<file path="config.mk">
export PLATFORM = sky130hd
export DESIGN_NAME = fetch_pc_unit_flat
export DESIGN_NICKNAME = d
export VERILOG_FILES = /design/src/rtl/fetch_pc_unit_if.sv /design/src/rtl/fetch_pc_unit.sv /design/src/flat_wrapper.sv
export SDC_FILE = /design/constraint.sdc
export NUM_CORES = 1
export LEC_CHECK = 0
export ABC_CLOCK_PERIOD_IN_PS = 3900
export CAP_MARGIN = 20
export CORE_ASPECT_RATIO = 1.4
export CORE_UTILIZATION = 46
export DETAILED_ROUTE_END_ITERATION = 8
export PLACE_DENSITY = 0.86
export SYNTH_ARGS = -nofsm -noshare
export SYNTH_HDL_FRONTEND = slang
export SYNTH_SLANG_ARGS = --single-unit
</file>
<file path="constraint.sdc">
create_clock -name clock -period 3.9 [get_ports clock]
set_clock_uncertainty 0.05 [all_clocks]
set_input_delay 0.975 -clock clock [delete_from_list [all_inputs] [get_ports clock]]
set_output_delay 0.975 -clock clock [all_outputs]
set_load 0.05 [all_outputs]
</file>
<file path="src/rtl/fetch_pc_unit_if.sv">
// Fetch-side bundle between the PC/IF-ID unit, the instruction cache, decode and execute.
// FETCH_PERF_CNT_EN adds the FetchCount/StallCount performance counters.
interface fetch_pc_unit_if #(
    parameter int dataW = 32
);
    logic             InsCacheStall;
    logic [dataW-1:0] InsIn;
    logic             DecodeHold;
    logic             RedirectValid;
    logic [dataW-1:0] RedirectTarget;
    logic [dataW-1:0] ProgAddr;
    logic [dataW-1:0] IfIdIns;
    logic [dataW-1:0] IfIdPC;
    logic             IfIdValid;
    logic             MisalignFault;
`ifdef FETCH_PERF_CNT_EN
    logic [31:0]      FetchCount;
    logic [31:0]      StallCount;
`endif

    modport slave (
        input  InsCacheStall, InsIn, DecodeHold, RedirectValid, RedirectTarget,
`ifdef FETCH_PERF_CNT_EN
        output FetchCount, StallCount,
`endif
        output ProgAddr, IfIdIns, IfIdPC, IfIdValid, MisalignFault
    );

    modport master (
        output InsCacheStall, InsIn, DecodeHold, RedirectValid, RedirectTarget,
`ifdef FETCH_PERF_CNT_EN
        input  FetchCount, StallCount,
`endif
        input  ProgAddr, IfIdIns, IfIdPC, IfIdValid, MisalignFault
    );
endinterface

</file>
<file path="src/rtl/fetch_pc_unit.sv">
// Program counter plus valid-tagged IF/ID register; honours cache stalls, decode holds and redirects.
// Define FETCH_PERF_CNT_EN to add the FetchCount/StallCount counters.
module fetch_pc_unit #(
    parameter int               dataW       = 32,
    parameter logic [dataW-1:0] ResetVector = '0
) (
    input  logic               clock,
    input  logic               reset,
    fetch_pc_unit_if.slave     bus
);
    localparam logic [dataW-1:0] NOP = dataW'(32'h00000013);

    // The PC is held as a word index so the two low address bits can never be nonzero.
    logic [dataW-3:0] r_pc_word;
    logic [dataW-1:0] r_ifid_ins;
    logic [dataW-1:0] r_ifid_pc;
    logic             r_ifid_valid;
    logic             r_misalign;
    logic [dataW-1:0] w_prog_addr;
    logic             w_target_aligned;
    logic             w_ifid_load;

    assign w_prog_addr      = {r_pc_word, 2'b00};
    assign w_target_aligned = (bus.RedirectTarget[1:0] == 2'b00);
    assign w_ifid_load      = !bus.RedirectValid && !bus.DecodeHold && !bus.InsCacheStall;

    always_ff @(posedge clock) begin
        if (reset) begin
            r_pc_word <= ResetVector[dataW-1:2];
            r_misalign <= 1'b0;
        end else if (bus.RedirectValid) begin
            if (w_target_aligned) begin
                r_pc_word <= bus.RedirectTarget[dataW-1:2];
            end else begin
                r_pc_word  <= ResetVector[dataW-1:2];
                r_misalign <= 1'b1;
            end
        end else if (!(bus.DecodeHold || bus.InsCacheStall)) begin
            r_pc_word <= r_pc_word + 1'b1;
        end
    end

    // Redirect flush outranks a decode hold; a cache stall only bubbles when decode is not holding.
    always_ff @(posedge clock) begin
        if (reset) begin
            r_ifid_ins   <= NOP;
            r_ifid_pc    <= '0;
            r_ifid_valid <= 1'b0;
        end else if (bus.RedirectValid) begin
            r_ifid_ins   <= NOP;
            r_ifid_pc    <= '0;
            r_ifid_valid <= 1'b0;
        end else if (bus.DecodeHold) begin
            r_ifid_ins   <= r_ifid_ins;
        end else if (bus.InsCacheStall) begin
            r_ifid_ins   <= NOP;
            r_ifid_valid <= 1'b0;
        end else begin
            r_ifid_ins   <= bus.InsIn;
            r_ifid_pc    <= w_prog_addr;
            r_ifid_valid <= 1'b1;
        end
    end

`ifdef FETCH_PERF_CNT_EN
    logic [31:0] r_fetch_cnt;
    logic [31:0] r_stall_cnt;

    always_ff @(posedge clock) begin
        if (reset) begin
            r_fetch_cnt <= '0;
            r_stall_cnt <= '0;
        end else begin
            if (w_ifid_load) begin
                r_fetch_cnt <= r_fetch_cnt + 32'd1;
            end
            if (bus.InsCacheStall) begin
                r_stall_cnt <= r_stall_cnt + 32'd1;
            end
        end
    end

    assign bus.FetchCount = r_fetch_cnt;
    assign bus.StallCount = r_stall_cnt;
`else
    logic w_unused;
    assign w_unused = w_ifid_load;
`endif

    assign bus.ProgAddr      = w_prog_addr;
    assign bus.IfIdIns       = r_ifid_ins;
    assign bus.IfIdPC        = r_ifid_pc;
    assign bus.IfIdValid     = r_ifid_valid;
    assign bus.MisalignFault = r_misalign;
endmodule

</file>
<file path="src/flat_wrapper.sv">
// flat-port wrapper written by rule: the top's interface ports become plain ports
module fetch_pc_unit_flat 
#(
    parameter int               dataW       = 32,
    parameter logic [dataW-1:0] ResetVector = '0
)
  (clock, reset, bus_InsCacheStall, bus_InsIn, bus_DecodeHold, bus_RedirectValid, bus_RedirectTarget, bus_ProgAddr, bus_IfIdIns, bus_IfIdPC, bus_IfIdValid, bus_MisalignFault);
  fetch_pc_unit_if #(.dataW(dataW)) bus_i ();
  input  logic clock;
  input  logic reset;
  input wire logic [$bits(bus_i.InsCacheStall)-1:0] bus_InsCacheStall;
  input wire logic [$bits(bus_i.InsIn)-1:0] bus_InsIn;
  input wire logic [$bits(bus_i.DecodeHold)-1:0] bus_DecodeHold;
  input wire logic [$bits(bus_i.RedirectValid)-1:0] bus_RedirectValid;
  input wire logic [$bits(bus_i.RedirectTarget)-1:0] bus_RedirectTarget;
  output wire logic [$bits(bus_i.ProgAddr)-1:0] bus_ProgAddr;
  output wire logic [$bits(bus_i.IfIdIns)-1:0] bus_IfIdIns;
  output wire logic [$bits(bus_i.IfIdPC)-1:0] bus_IfIdPC;
  output wire logic [$bits(bus_i.IfIdValid)-1:0] bus_IfIdValid;
  output wire logic [$bits(bus_i.MisalignFault)-1:0] bus_MisalignFault;
  assign bus_i.InsCacheStall = bus_InsCacheStall;
  assign bus_i.InsIn = bus_InsIn;
  assign bus_i.DecodeHold = bus_DecodeHold;
  assign bus_i.RedirectValid = bus_RedirectValid;
  assign bus_i.RedirectTarget = bus_RedirectTarget;
  assign bus_ProgAddr = bus_i.ProgAddr;
  assign bus_IfIdIns = bus_i.IfIdIns;
  assign bus_IfIdPC = bus_i.IfIdPC;
  assign bus_IfIdValid = bus_i.IfIdValid;
  assign bus_MisalignFault = bus_i.MisalignFault;
  fetch_pc_unit #(.dataW(dataW), .ResetVector(ResetVector)) u_core (.clock(clock), .reset(reset), .bus(bus_i));
endmodule
</file>
==> flow_summary_export.csv <==
group,metric,value,unit
yosys,ys_seq_area_share,47.5,%
power,ir_worst_vdd,0.253,mV
setup_path,r2r_slack,1460,ps
global_routing,grt.overflow.total,0,
hold_path,min_from,"u_core.bus.MisalignFault",
setup_path,cpPeakStageDelay,890,ps
placed_design,port_buffers,162,
detailed_routing,num_vias,4231,
clock_network,root_buffer,"clkbuf_16",
setup_path,crit_chain,"clkdlybuf4s50_1",
finish,drive_gt1_share,5.20,%
clock_network,cts_tree,"yes",
detailed_routing,avgViaCountPerCell,5.73,
global_routing,grt_max_degree,48,
setup_path,worstSetupStartpointType,"register",
global_routing,grt_pass1_vias,4064,
sta,finalSetupTns,0,ps
hold_path,hold_path_class,"register to register",
yosys,synth_edf_count,0,
setup_path,r2r_end,"u_core.r_pc_word[28]",
clock_network,clkTransAtPathRegs,70,ps
detailed_routing,route.detailed.drc,0,
sta,relSlewSlack,61.6,%
setup_path,required,2870,ps
setup_path,cp_slowest_cell,"clkdlybuf4s50_1",
sta,period_share,72.6,%
clock_network,cts_resized,0,
setup_path,cp-end-kind,"output port",
setup_path,r2r-start,"u_core.r_pc_word[0]",
global_routing,met3_usage,6.97,%
clock_network,cts_hold_buf,0,
global_routing,grt_pass1_wl,19400,um
global_routing,grt_util_met1,31.5,%
yosys,yosys_warnings,0,
finish,final_util,71.4,%
sta,clock.fmax,353,MHz
setup_path,reg2reg_depth,6,
yosys,yosysUniqueCellTypes,50,
global_routing,gr-max-usage-layer,"met2",
hold_path,holdPathEnd,"u_core.bus.MisalignFault",
yosys,ys_ff_latch,94,
global_routing,antenna_found_initial,1,
detailed_routing,drt_iter0_drc,355,
yosys,synth_area_per_cell,8.16,sq um
setup_path,crit_type,"register to output port",
yosys,synthesis.area,3970,sq um
setup_path,worstPathMaxFanout,12,
detailed_routing,ant_nets,0,
setup_path,cp.buffers_inverters,1,
finish,final_common_cell,"clkdlybuf4s50_1",
clock_network,post_cts_buffers,0,
finish,area_growth,48.5,%
sta,setup_viol,0,
yosys,async_reset_ff_share,0,%
sta,tightest_slew,574,ps
outcome,status,"finished clean",
power,p_leak,0.00197,uW
clock_network,clock_path_buffers,2,
yosys,yosys_most_used_dff,"dfxtp_1",
setup_path,worstPathArrival,1810,ps
global_routing,grt_usage,28.1,%
floorplan,start_util,48.1,%
floorplan,dieHeight,112,um
detailed_routing,drt-pass1-iter-count,7,
sta,slew_viol_final,0,
floorplan,ios,167,
finish,layout_common_cells,"clkdlybuf4s50_1 (162), dfxtp_1 (94), nand2_1 (88), a21oi_1 (60), nor2_1 (48)",
power,design_power_total,2100,uW
floorplan,placementRows,39,
floorplan,coreArea,8250,sq um
clock_network,clk_latency,350,ps
sta,period_minus_slack,2830,ps
yosys,syn_inst,486,
setup_path,cp.depth,1,
finish,final_net_count,700,
sta,hold_violations,0,
floorplan,dieArea,9000,sq um
placed_design,place_congestion,0.871,
hold_path,hold_depth,2,
detailed_routing,routedWlPerCell,16.7,um
flow_run,drv_cap,0,
sta,grt_setup_unrepaired,"false",
clock_network,cts.sinks,94,
clock_network,cts_inserted_buffers,9,
detailed_routing,routed_wirelength,12300,um
setup_path,crit_family,"buffers and inverters",
power,power_density,357,nW/um^2
placed_design,hpwlAfterDp,8910,um
clock_network,htreeDepth,3,
global_routing,use_met2,46.2,%
floorplan,die_x,80.5,um
[synth_stat cells (4+ instances only)]
cell type  number  area [sq um]
a21oi_1        60           300
nand3_1         9          45.0
and3_1          4          25.0
nor2_1         48           180
nand2_1        88           330
and4_1          5          43.8
nor3_1         15          75.1
xor2_1          4          35.0
o22ai_1         4          25.0
a31oi_1         4          25.0
clkbuf_1       24          90.1
nand4_1        10          62.6
xnor2_1         7          61.3
dfxtp_1        94          1880
a211oi_1        5          37.5
buf_1           4          15.0
inv_1           6          22.5
a22oi_1        30           225
buf_4           9          67.6
o21ai_0        17          85.1
[per-layer routing]
layer	vias up	part of all wire (%)
li1	1992	-
met1	1978	37
met2	219	49
met3	42	8.7
met4	0	4.7
met5	-	0
[cell families (layout without fill, tap and decap cells)]
kind of cell    Yosys count  after routing  synth area share, %
compound gates          135            135                 21.1
simple gates            196            196                 22.9
flops                    94             94                 47.5
fa+ha+maj                 1              1                0.316
buf+inv                  47            193                 5.43
xor+xnor                 11             11                 2.43
other cells               1              5               0.0946
mux                       1              1                0.252
[how the worst max path moves through the flow]
stage                         startpoint  slack (ps)              endpoint
global placement          bus_DecodeHold         880  u_core.r_pc_word[28]
floorplan                 bus_DecodeHold        1570  u_core.r_pc_word[25]
global route        u_core.r_pc_word[10]        1030      bus_ProgAddr[12]
finish              u_core.r_pc_word[10]        1070      bus_ProgAddr[12]
CTS                 u_core.r_pc_word[10]        1080      bus_ProgAddr[12]
detailed placement        bus_DecodeHold         850  u_core.r_pc_word[20]
[report_power, final]
| part | leakage, uW | switching [uW] | total [uW] | internal (uW) |
|---|---|---|---|---|
| clock network | 0.000138 | 367 | 833 | 465 |
| logic | 0.00107 | 155 | 273 | 118 |
| registers | 0.000761 | 18.2 | 994 | 976 |
[sequential cells by signal (all words and copies together), names as in the netlist]
| name | cells |
|---|---|
| u_core.bus.MisalignFault | 1 |
| u_core.bus.IfIdPC | 30 |
| u_core.r_pc_word | 30 |
| u_core.bus.IfIdValid | 1 |
| u_core.bus.IfIdIns | 32 |
[metrics by stage]
stage	instance area, sq um	cells	hold WS (ps)	setup slack, ps
after floorplan	3980	489	614	1570
final	5890	738	398	1070
after global routing	5890	738	424	1030
after detailed placement	5600	721	396	847
after global placement	5600	721	384	881
after CTS	5890	737	404	1080
[cell type report]
class	instances	area (sq um)
sequential	94	1880
clock buffer	11	253
antenna	1	2.50
tap	102	128
timing repair buffer	171	1690
clock inverter	5	33.8
fill	657	2360
multi-input combinational	348	1880
inverter	6	22.5
Power figures use the tool's default switching activity.
